File: src/rtl/brq_pkg.sv
// Shared types and constants for the instruction-fetch dummy-reseed logic.
// Latency: n/a (types and constants only).
// Backpressure: n/a.
//
// Contents: reseed FSM state encoding and the substitute seed used when the
// entropy source returns an all-zero word.
package brq_pkg;

    typedef enum logic [1:0] {
        DR_IDLE = 2'd0,
        DR_REQ  = 2'd1,
        DR_LOAD = 2'd2
    } dummy_reseed_state_e;

    // An all-zero seed would lock an LFSR-style dummy generator, so it is
    // replaced by this value before it is loaded.
    localparam logic [31:0] DUMMY_ZERO_SEED_SUB = 32'h0000_0001;

endpackage

File: src/rtl/brq_ifu_dummy_reseed.sv
// Reseeds the dummy-instruction generator from EDN, automatically every
// ReseedCount insertions or on a software request.
// Latency: trigger -> edn_req_o next cycle; edn_ack_i -> seed_en_o next cycle.
// Backpressure: EDN handshake is req/ack with an AckTimeout-cycle limit;
// dummy_hold_o stalls dummy insertion while a reseed is in flight.
//
// Ports:
//   clk_i, rst_i         clock, asynchronous active-high reset
//   dummy_instr_en_i     dummy-instruction feature enable (CSR)
//   reseed_req_i         one-cycle software reseed strobe
//   dummy_insert_i       one dummy instruction consumed this cycle
//   edn_req_o/edn_ack_i  entropy request / entropy valid
//   edn_data_i           32-bit entropy word
//   seed_en_o, seed_o    one-cycle seed load strobe and seed value
//   dummy_hold_o         suppress dummy insertion while reseeding
//   reseed_busy_o        FSM not idle
//   reseed_err_o         sticky: last reseed attempt timed out
//   reseed_cnt_o         successful reseeds, saturating at 255
module brq_ifu_dummy_reseed
    import brq_pkg::*;
#(
    parameter int unsigned ReseedCount = 64,
    parameter int unsigned AckTimeout  = 255
) (
    input  logic        clk_i,
    input  logic        rst_i,
    input  logic        dummy_instr_en_i,
    input  logic        reseed_req_i,
    input  logic        dummy_insert_i,
    output logic        edn_req_o,
    input  logic        edn_ack_i,
    input  logic [31:0] edn_data_i,
    output logic        seed_en_o,
    output logic [31:0] seed_o,
    output logic        dummy_hold_o,
    output logic        reseed_busy_o,
    output logic        reseed_err_o,
    output logic [7:0]  reseed_cnt_o
);

    localparam logic [15:0] InsLast = 16'(ReseedCount - 1);
    localparam logic [15:0] TmoLast = 16'(AckTimeout - 1);

    dummy_reseed_state_e state_q, state_d;
    logic [15:0] ins_cnt_q, ins_cnt_d;
    logic [15:0] tmo_cnt_q, tmo_cnt_d;
    logic        pend_q, pend_d;
    logic [31:0] seed_q, seed_d;
    logic        err_q, err_d;
    logic [7:0]  cnt_q, cnt_d;
    logic        start;

    always_ff @(posedge clk_i or posedge rst_i) begin
        if (rst_i) begin
            state_q   <= DR_IDLE;
            ins_cnt_q <= '0;
            tmo_cnt_q <= '0;
            pend_q    <= 1'b0;
            seed_q    <= '0;
            err_q     <= 1'b0;
            cnt_q     <= '0;
        end else begin
            state_q   <= state_d;
            ins_cnt_q <= ins_cnt_d;
            tmo_cnt_q <= tmo_cnt_d;
            pend_q    <= pend_d;
            seed_q    <= seed_d;
            err_q     <= err_d;
            cnt_q     <= cnt_d;
        end
    end

    always_comb begin
        state_d   = state_q;
        ins_cnt_d = ins_cnt_q;
        tmo_cnt_d = tmo_cnt_q;
        pend_d    = pend_q;
        seed_d    = seed_q;
        err_d     = err_q;
        cnt_d     = cnt_q;
        start     = 1'b0;

        case (state_q)
            DR_IDLE: begin
                // A software request with the feature disabled is simply
                // dropped; a merged pending request waits for enable.
                start = dummy_instr_en_i &
                        (reseed_req_i | pend_q |
                         (dummy_insert_i & (ins_cnt_q == InsLast)));
                if (start) begin
                    state_d   = DR_REQ;
                    ins_cnt_d = '0;
                    tmo_cnt_d = '0;
                    pend_d    = 1'b0;
                end else if (dummy_instr_en_i && dummy_insert_i) begin
                    ins_cnt_d = ins_cnt_q + 16'd1;
                end
            end
            DR_REQ: begin
                if (reseed_req_i) begin
                    pend_d = 1'b1;
                end
                // Ack takes priority over a coincident timeout.
                if (edn_ack_i) begin
                    seed_d  = (edn_data_i == '0) ? DUMMY_ZERO_SEED_SUB : edn_data_i;
                    state_d = DR_LOAD;
                end else if (tmo_cnt_q == TmoLast) begin
                    err_d   = 1'b1;
                    state_d = DR_IDLE;
                end else begin
                    tmo_cnt_d = tmo_cnt_q + 16'd1;
                end
            end
            DR_LOAD: begin
                if (reseed_req_i) begin
                    pend_d = 1'b1;
                end
                err_d = 1'b0;
                if (cnt_q != 8'hFF) begin
                    cnt_d = cnt_q + 8'd1;
                end
                state_d = DR_IDLE;
            end
            default: begin
                state_d = DR_IDLE;
            end
        endcase
    end

    // Outputs decode registered state only, so reset removes them at once.
    assign edn_req_o     = (state_q == DR_REQ);
    assign seed_en_o     = (state_q == DR_LOAD);
    assign seed_o        = (state_q == DR_LOAD) ? seed_q : '0;
    assign dummy_hold_o  = (state_q != DR_IDLE);
    assign reseed_busy_o = (state_q != DR_IDLE);
    assign reseed_err_o  = err_q;
    assign reseed_cnt_o  = cnt_q;

endmodule

File: config.mk
export PLATFORM = sky130hd
export DESIGN_NAME = brq_ifu_dummy_reseed
export DESIGN_NICKNAME = d
export VERILOG_FILES = /design/src/rtl/brq_pkg.sv /design/src/rtl/brq_ifu_dummy_reseed.sv
export SDC_FILE = /design/constraint.sdc
export NUM_CORES = 1
export LEC_CHECK = 0
export CORE_ASPECT_RATIO = 0.5
export CORE_MARGIN = 1.5
export CORE_UTILIZATION = 46
export CTS_CLUSTER_DIAMETER = 30
export DETAILED_ROUTE_END_ITERATION = 8
export PLACE_DENSITY = 0.73
export SLEW_MARGIN = 30
export SYNTH_ARGS = -nofsm -noshare
export SYNTH_HDL_FRONTEND = slang
export SYNTH_SLANG_ARGS = --single-unit
export TNS_END_PERCENT = 20
File: constraint.sdc
create_clock -name clk_i -period 2.2 [get_ports clk_i]
set_clock_uncertainty 0.1 [all_clocks]
set_input_delay 0.22 -clock clk_i [delete_from_list [all_inputs] [get_ports clk_i]]
set_output_delay 0.22 -clock clk_i [all_outputs]
set_load 0.03 [all_outputs]
==> metrics.txt <==
status finished clean; cell count after placement around 600; family with the most delay on the worst path simple AND/OR/NAND/NOR gates; PD cells roughly 1200 nW/µm²; GRT Max-Usage Layer met2; total core area ~8200 µm²; largest net degree at the start of global routing 34; GPL Wtd Cong 0.8559; grt met1 use 0.2749; FMAX ~0.48 GHz; fraction of layout cells with a size suffix above 1 0.2352; WL final about 9100 µm; Leak Pwr between 2 and 2.5 nW; root buf cell clkbuf_16; Worst setup EP type flip-flop; Critical Path RT approximately 2.3 ns; Distinct cells, synth 46; CTS max path bufs 2; Post-DRT Antenna Nets 0; Adder-Cell Fraction of Synth Area 0.02218; die extent in x 134.0 µm; Yosys warnings 0; Ports 83; pre-CTS setup slack between 0.02 and 0.03 ns; Mapped Nets approximately 430; CP peak stage delay roughly 0.42 ns; GR Util met2 0.3383; setup ws final around 0.1 ns; worst hold path type input pin to async pin; post-synthesis register bit count 76; Worst-Margin Slew 0.6109 ns; combinational family with the most area after synthesis simple AND/OR/NAND/NOR gates; EDFF count, synth 0; critical-path cell list nor4_2, and4_4, a31oi_1, buf_4, buf_4, o31ai_1, o31ai_1; mux share of post-synthesis cell area 0.09125; PortBufs between 80 and 90; # rows 23; Setup-failing EPs final 0; Post-Synth Simple-Gate Area 0.2139; r2r setup slk approximately 0.10 ns; compound-gate portion of the synthesized area 0.1261; CP max FO 11; area of the mapped netlist roughly 4000 µm²; Buf/Inv on CP 2; Clock Pin Slew Worst Setup and Hold Paths ~0.06 ns; Final Hold Viols 0; CTS tree done; Remaining Overflow, GRT 0; DIE AREA about 9200 µm²; routed via count roughly 3200; vias per std cell ~5.4; drt pass-1 iters 4; Starting Density 0.4832; fin. max-slew vios 0; fill count between 600 and 700; peak supply drop 0.7252 mV; RR Endpoint tmo_cnt_q[15]; gr usage total 0.2052; Skew-Pair Late Insertion Delay 0.33 ns; Mapped Avg Cell Area a little over 10 µm²; placed wire-length estimate around 6600 µm; asr flop ratio synth 1.000; Fin Hold WS approximately 0.21 ns; Area growth syn-to-layout 33.94%; # clock sinks 76; XOR/XNOR share of the synthesized area 0.03105; Rel. slew slack 0.5919; Setup Buffers After CTS 0; ys flop type dfrtp_1; Die Ht 68.52 µm; register area share after synthesis 0.4816; drt initial violations approximately 210; WS Path Type flip-flop to flip-flop; worst-case reg-to-reg path depth 7; crit path DAT roughly 2.2 ns; Worst path slowest cell dfrtp_1; fin crit period between 2 and 2.5 ns; # Max-Cap Violations 0; global-route wire length before repair 14680 µm; startpoint types flip-flop; Cells after Synth about 380; antenna violations before repair 0; WL per Instance approximately 15 µm; Final Cycle Share 0.9539; nets between 500 and 600; TritonCTS Buffers 9; # DRC 0; vias in the first global route around 3000; setup TNS 0 ns; diodes inserted 0; H-tree depth 3; global routing usage on met3 0.05336; Post-Layout Cell Count roughly 600; Worst R2R Start ins_cnt_q[13]
## cell families (layout without fill, tap and decap cells)
kind of cell | count (synthesis) | count (layout)
xor gates and xnor gates | 14 | 14
and+or+nand+nor | 154 | 154
muxes | 32 | 32
adders and majority gates | 7 | 7
buffers and inverters | 29 | 134
AOI/OAI and AO/OA | 72 | 72
DFF | 76 | 76
## cell usage after synthesis, drive strengths merged (2+ instances only)
library cell,count,area [µm²]
a211o,2,17.52
nor4,11,68.82
xnor2,6,52.55
nand4,14,87.58
ha,7,87.58
or2,2,12.52
mux2,32,360.4
dfrtp,76,1902
o21ai,13,65.06
nand3,13,65.06
o31ai,22,165.2
o21a,2,15.01
a31oi,4,25.02
buf,7,50.05
o22a,2,17.52
and3,7,48.80
nor3,8,40.04
clkbuf,14,53.80
and4,6,55.05
nand2,28,105.1
xor2,8,70.07
a21o,4,30.03
nand2b,2,12.51
and2,37,231.5
nor2,21,78.83
o41ai,5,43.79
a41oi,2,17.52
a21oi,11,55.05
inv,8,30.03
## cell usage in the layout (no fill, tap or decap), drive strengths merged, types with 8 or more instances in the layout
cell / Yosys / layout
inv: 8 / 10
clkdlybuf4s50: 0 / 46
nand2: 28 / 28
nor3: 8 / 8
clkbuf: 14 / 10
a21oi: 11 / 11
mux2: 32 / 32
nor2: 21 / 21
o21ai: 13 / 13
nand3: 13 / 13
nor4: 11 / 11
o31ai: 22 / 22
dfrtp: 76 / 76
buf: 7 / 61
xor2: 8 / 8
and2: 37 / 37
nand4: 14 / 14
## layer usage
layer	wire length, µm	vias to the layer above	part of all wire
met1	4355	1542	0.48
li1	-	1602	-
met2	4245	72	0.47
met5	0	-	0
met3	390	7	0.043
met4	77	0	0.0085
## worst max path at each step
| stage | from | cells after the start | endpoint |
|---|---|---|---|
| after floorplan | state_q[1] | 10 | tmo_cnt_q[4] |
| after global placement | dummy_instr_en_i | 6 | ins_cnt_q[4] |
| after detailed placement | ins_cnt_q[13] | 7 | tmo_cnt_q[13] |
| after CTS | ins_cnt_q[13] | 7 | tmo_cnt_q[13] |
| after global routing | ins_cnt_q[13] | 7 | tmo_cnt_q[10] |
| final | ins_cnt_q[13] | 7 | tmo_cnt_q[15] |
## where the power goes
group | leakage (nW) | switching (mW) | total, mW | internal [mW]
sequential | 0.972 | 0.255 | 2.07 | 1.81
clock | 0.150 | 0.598 | 1.52 | 0.919
combinational | 1.23 | 1.40 | 2.54 | 1.15
total | 2.35 | 2.25 | 6.13 | 3.88
## metrics by stage
stage | instance area, µm² | power, mW | utilization
final | 5289 | 6.129 | 0.6471
after global routing | 5289 | 6.508 | 0.6471
after CTS | 5280 | 6.182 | 0.6461
after detailed placement | 4975 | 4.667 | 0.6087
after global placement | 4975 | 4.613 | 0.6087
after floorplan | 3953 | 3.722 | -
## timing repair
action | in CTS | in global routing
endpoints found under the setup margin | 2 | 16
hold buffers | 0 | 0
gates resized for setup | 2 | 2
## flip-flops by register name (all words and copies together), names as in the netlist
name / count
tmo_cnt_q: 16
state_q: 2
reseed_err_o: 1
pend_q: 1
ins_cnt_q: 16
reseed_cnt_o: 8
seed_q: 32
## final cells by class
cell class | count | area (µm²) | share of cell area
clock buffers | 10 | 239.0 | 0.04519
inverters | 8 | 33.78 | 0.006388
clock inverters | 6 | 68.82 | 0.01301
multi-input cells | 279 | 1919 | 0.3629
repair buffers | 110 | 985.9 | 0.1864
well taps | 112 | 140.1 | 0.02650
flip-flops and latches | 76 | 1902 | 0.3596
No activity file was read; power rests on OpenSTA's default activity.
